**config.mk**
```make
export PLATFORM = sky130hd
export DESIGN_NAME = logic_unit_pipe
export DESIGN_NICKNAME = d
export VERILOG_FILES = /design/src/rtl/logic_unit_pipe.sv
export SDC_FILE = /design/constraint.sdc
export NUM_CORES = 1
export LEC_CHECK = 0
export CORE_AREA = 2 2 121 123
export CTS_CLUSTER_SIZE = 28
export DETAILED_ROUTE_END_ITERATION = 10
export DIE_AREA = 0 0 123 125
export PLACE_DENSITY = 0.84
export SLEW_MARGIN = 20
export SYNTH_ARGS = -nofsm -noshare
export SYNTH_HDL_FRONTEND = slang
export SYNTH_SLANG_ARGS = --single-unit
```
**constraint.sdc**
```tcl
create_clock -name i_clk -period 5.05 [get_ports i_clk]
set_input_delay 0.7575 -clock i_clk [delete_from_list [all_inputs] [get_ports i_clk]]
set_output_delay 0.7575 -clock i_clk [all_outputs]
set_load 0.05 [all_outputs]
```
**src/rtl/logic_unit_pipe.sv**
```systemverilog
// ============================================================================
// Module   : logic_unit_pipe
// Brief    : Eight-op bitwise logic unit feeding a 2-entry valid/ready skid
//            buffer. Optional zero flag via LOGIC_UNIT_ZFLAG_EN.
// Revision : 1.0 - initial release
// ============================================================================
`default_nettype none

module logic_unit_pipe #(
  parameter int WIDTH = 32
) (
  input  logic             i_clk,
  input  logic             i_rstn,
  input  logic             i_flush,
  input  logic             i_valid,
  output logic             o_ready,
  input  logic [WIDTH-1:0] i_opA,
  input  logic [WIDTH-1:0] i_opB,
  input  logic [2:0]       i_instr_type,
  output logic             o_valid,
  input  logic             i_ready,
  output logic [WIDTH-1:0] o_result
`ifdef LOGIC_UNIT_ZFLAG_EN
  ,
  output logic             o_zero
`endif
);

  localparam logic [2:0] c_OP_XOR  = 3'b000;
  localparam logic [2:0] c_OP_OR   = 3'b001;
  localparam logic [2:0] c_OP_AND  = 3'b010;
  localparam logic [2:0] c_OP_XNOR = 3'b011;
  localparam logic [2:0] c_OP_NOR  = 3'b100;
  localparam logic [2:0] c_OP_NAND = 3'b101;
  localparam logic [2:0] c_OP_ANDN = 3'b110;

  localparam logic [1:0] c_CNT_EMPTY = 2'd0;
  localparam logic [1:0] c_CNT_ONE   = 2'd1;
  localparam logic [1:0] c_CNT_FULL  = 2'd2;

  logic [1:0]       r_count;
  logic [WIDTH-1:0] r_head;
  logic [WIDTH-1:0] r_skid;
  logic [WIDTH-1:0] w_result;
  logic             w_push;
  logic             w_pop;

  always_comb begin
    w_result = '0;
    case (i_instr_type)
      c_OP_XOR:  w_result = i_opA ^ i_opB;
      c_OP_OR:   w_result = i_opA | i_opB;
      c_OP_AND:  w_result = i_opA & i_opB;
      c_OP_XNOR: w_result = ~(i_opA ^ i_opB);
      c_OP_NOR:  w_result = ~(i_opA | i_opB);
      c_OP_NAND: w_result = ~(i_opA & i_opB);
      c_OP_ANDN: w_result = i_opA & ~i_opB;
      default:   w_result = i_opA | ~i_opB;
    endcase
  end

  // Handshake decoded from registered occupancy only, so i_ready never
  // reaches o_ready combinationally.
  assign o_valid  = (r_count != c_CNT_EMPTY);
  assign o_ready  = (r_count != c_CNT_FULL);
  assign o_result = r_head;
  assign w_push   = i_valid && o_ready;
  assign w_pop    = o_valid && i_ready;

  always_ff @(posedge i_clk) begin
    if (!i_rstn) begin
      r_count <= c_CNT_EMPTY;
    end else if (i_flush) begin
      r_count <= c_CNT_EMPTY;
    end else begin
      case (r_count)
        c_CNT_EMPTY: if (w_push) r_count <= c_CNT_ONE;
        c_CNT_ONE: begin
          if (w_push && !w_pop)      r_count <= c_CNT_FULL;
          else if (!w_push && w_pop) r_count <= c_CNT_EMPTY;
        end
        c_CNT_FULL: if (w_pop) r_count <= c_CNT_ONE;
        default:    r_count <= c_CNT_EMPTY;
      endcase
    end
  end

  // Data path is not reset; writes during a flush only leave stale values.
  logic w_load_head_new;
  logic w_load_head_skid;
  logic w_load_skid;

  assign w_load_head_new  = w_push && ((r_count == c_CNT_EMPTY) ||
                                       ((r_count == c_CNT_ONE) && w_pop));
  assign w_load_head_skid = w_pop && (r_count == c_CNT_FULL);
  assign w_load_skid      = w_push && !w_pop && (r_count == c_CNT_ONE);

  always_ff @(posedge i_clk) begin
    if (w_load_head_new)       r_head <= w_result;
    else if (w_load_head_skid) r_head <= r_skid;
    if (w_load_skid)           r_skid <= w_result;
  end

`ifdef LOGIC_UNIT_ZFLAG_EN
  logic r_head_zero;
  logic r_skid_zero;
  logic w_zero;

  assign w_zero = (w_result == '0);

  always_ff @(posedge i_clk) begin
    if (!i_rstn) begin
      r_head_zero <= 1'b0;
      r_skid_zero <= 1'b0;
    end else begin
      if (w_load_head_new)       r_head_zero <= w_zero;
      else if (w_load_head_skid) r_head_zero <= r_skid_zero;
      if (w_load_skid)           r_skid_zero <= w_zero;
    end
  end

  assign o_zero = r_head_zero && o_valid;
`endif

endmodule

`default_nettype wire

```
==> results.yml <==
status:
  status: "finished clean"
final_layout:
  mostFrequentLayoutCell: "ha_1"
  register_area_mm2: 0.00196
  drive_above_1_share: 0.0616
  antenna_cells: 0
  fillCellCount: 1197
  final_cell_area_mm2: 0.00817
  layout_common_cells: "ha_1 (129), clkdlybuf4s50_1 (102), inv_1 (68)"
  area_delta_synth_final_pct: 19.2
  multiInputGateArea_mm2: 0.00437
  nets: 975
synth:
  synth_warnings: 0
  synth_edf_count: 64
  synth_seq_area_share: 0.286
  synthFlopType: "edfxtp_1"
  synth_top_area_share: 0.280
  synth.largest_area_cell: "edfxtp_1"
  syn_area_mm2: 0.00686
  syn-num-nets: 909
  synth_cell_types: 50
  ys_ff_latch: 66
  syn_inst: 708
  postSynth.asyncResetShare: 0
  avgSynthCellArea_um2: 9.68
  ys_top_cells_by_area: "edfxtp_1 (28%), ha_1 (24%), a22oi_1 (3.7%)"
routing:
  via_per_inst: 5.78
  wl_um: 15700
  drtAntennaViolNets: 0
  avgRoutedWirePerCell_um: 16.3
  drtPass1Iterations: 5
  drtIter0Drc: 481
  drcViolationCount: 0
  vias: 5566
global_routing:
  grt_util_all_layers: 0.208
  grt_max_degree: 90
  grt_first_pass_wirelength_um: 25800
  antenna_found_initial: 0
  grt-ovfl-total: 0
  grt_pass1_vias: 5334
sta:
  fin_tns_setup_ns: 0
  slew_viol_final: 0
  relSlewSlack: 0.302
  clock.fmax_ghz: 0.315
  rsz0062_at_grt: "false"
  finalHoldViolations: 0
  tightest_slew_ns: 1.05
  hold_slack_ns: 0.533
  setup_viol: 0
  finClkSkew_ns: 0.00433
  period_share: 0.628
  period_needed_ns: 3.17
setup_path:
  regToRegEndpoint: "o_result[28]"
  worstSetupStartpointType: "input port"
  required_ns: 5.01
  critPathKind: "input port to flip-flop"
  reg2regPathDepth: 3
  critPathMaxFanout: 32
  r2r-start: "r_count[0]"
  worstSetupEndpointType: "flip-flop"
  worstPathArrival_ns: 3.13
  rrSetupSlack_ns: 2.52
clock_network:
  clk_path_buf_depth: 2
  root_buffer: "clkbuf_16"
  clock-sinks: 66
  cts-resized-gates: 0
  insertion_delay_ns: 0.33
  cts_buffers: 9
  cts_max_level: 3
  clk_pin_slew_worst_paths_ns: 0.05
  post_cts_buffers: 0
  postCtsHoldBufs: 0
  cts_tree: "yes"
pwr:
  vdd_drop_max_mv: 0.192
  power_density_mw_per_mm2: 224
  leakage_nw: 3.51
floorplan:
  initial_core_util: 0.483
  die_w_um: 123
  rows: 44
  pin_count: 106
  die_area_mm2: 0.0154
  core_area_mm2: 0.0142
  die_h_um: 125
placed_design:
  place_congestion: 0.840
  io_buffers: 105
  hpwlAfterDp_um: 11000
  placed_cell_area_mm2: 0.00788
run:
  drv_cap: 0
min_path:
  holdPathStages: 2
  holdCritPathClass: "flip-flop to flip-flop"
  whs_endpoint: "o_result[7]"
  worstHoldStart: "r_skid[7]"
==> stage by stage <==
stage	util	power (mW)	cells	setup WS (ns)
floorplan	-	1.03	708	1.90
CTS	0.575	1.83	963	1.82
detailed placement	0.554	1.21	947	1.52
finish	0.575	1.83	963	1.88
global route	0.575	1.91	963	1.66
global placement	0.554	1.20	947	1.62
==> final cells by class <==
cell class                      instances  area share
Multi-Input combinational cell        520       0.535
Sequential cell                        66       0.240
Clock buffer                            9      0.0276
Timing Repair Buffer                  107       0.129
Inverter                               70      0.0322
Clock inverter                          7     0.00842
Tap cell                              184      0.0282
==> Yosys cell counts (4+ instances only) <==
cell type	count
clkbuf_1	17
a2bb2oi_1	11
a211o_1	10
or3_1	10
o31a_1	10
nor2_1	13
a21oi_1	36
mux2i_1	12
buf_6	4
a32oi_1	15
nand2_1	49
nand3_1	12
mux4_2	6
nand2b_1	24
ha_1	129
and2_1	5
a21boi_1	10
a21oi_2	5
a31oi_1	21
inv_1	68
o21ai_1	17
mux2_1	22
nor2b_1	27
a211oi_1	10
buf_2	26
mux2_2	6
edfxtp_1	64
buf_4	5
a22oi_1	34
==> how the worst max path moves through the flow <==
stage / startpoint / endpoint / slack (ns) / depth (start not counted)
2_1_floorplan: i_valid / r_skid[0] / 1.90 / 5
3_3_place_gp: i_ready / o_result[28] / 1.62 / 4
3_5_place_dp: i_ready / o_result[27] / 1.52 / 4
4_1_cts: i_ready / o_result[28] / 1.82 / 4
5_1_grt: i_ready / o_result[28] / 1.66 / 4
6_report: i_ready / o_result[28] / 1.88 / 4
==> state kept, by name (all words and copies together) (netlist names) <==
name,cells
r_count,2
o_result,32
r_skid,32
==> kinds of logic after synthesis <==
| group | synth area share |
|---|---|
| compound gates | 0.200 |
| fa+ha+maj | 0.235 |
| buf+inv | 0.0787 |
| flops | 0.286 |
| mux | 0.0854 |
| simple gates | 0.114 |
==> metal layers <==
metal | part of all wire | GRT usage | wire length [um]
met2 | 0.50 | 0.354 | 7830
met3 | 0.068 | 0.0333 | 1080
met4 | 0.012 | 0.0508 | 196
met1 | 0.42 | 0.276 | 6620
met5 | 0 | 0 | 0
==> where the power goes <==
group	switching, mW	total (mW)	internal (mW)
combinational	0.319	0.549	0.230
sequential	0.0118	0.658	0.646
clock	0.241	0.622	0.381
==> worst max-delay path: stages <==
cell and delay [ns]:
clkdlybuf4s50_1 0.52, nand2b_1 0.38, nand3_1 0.57, nand2_2 0.87
Power figures use the tool's default switching activity.
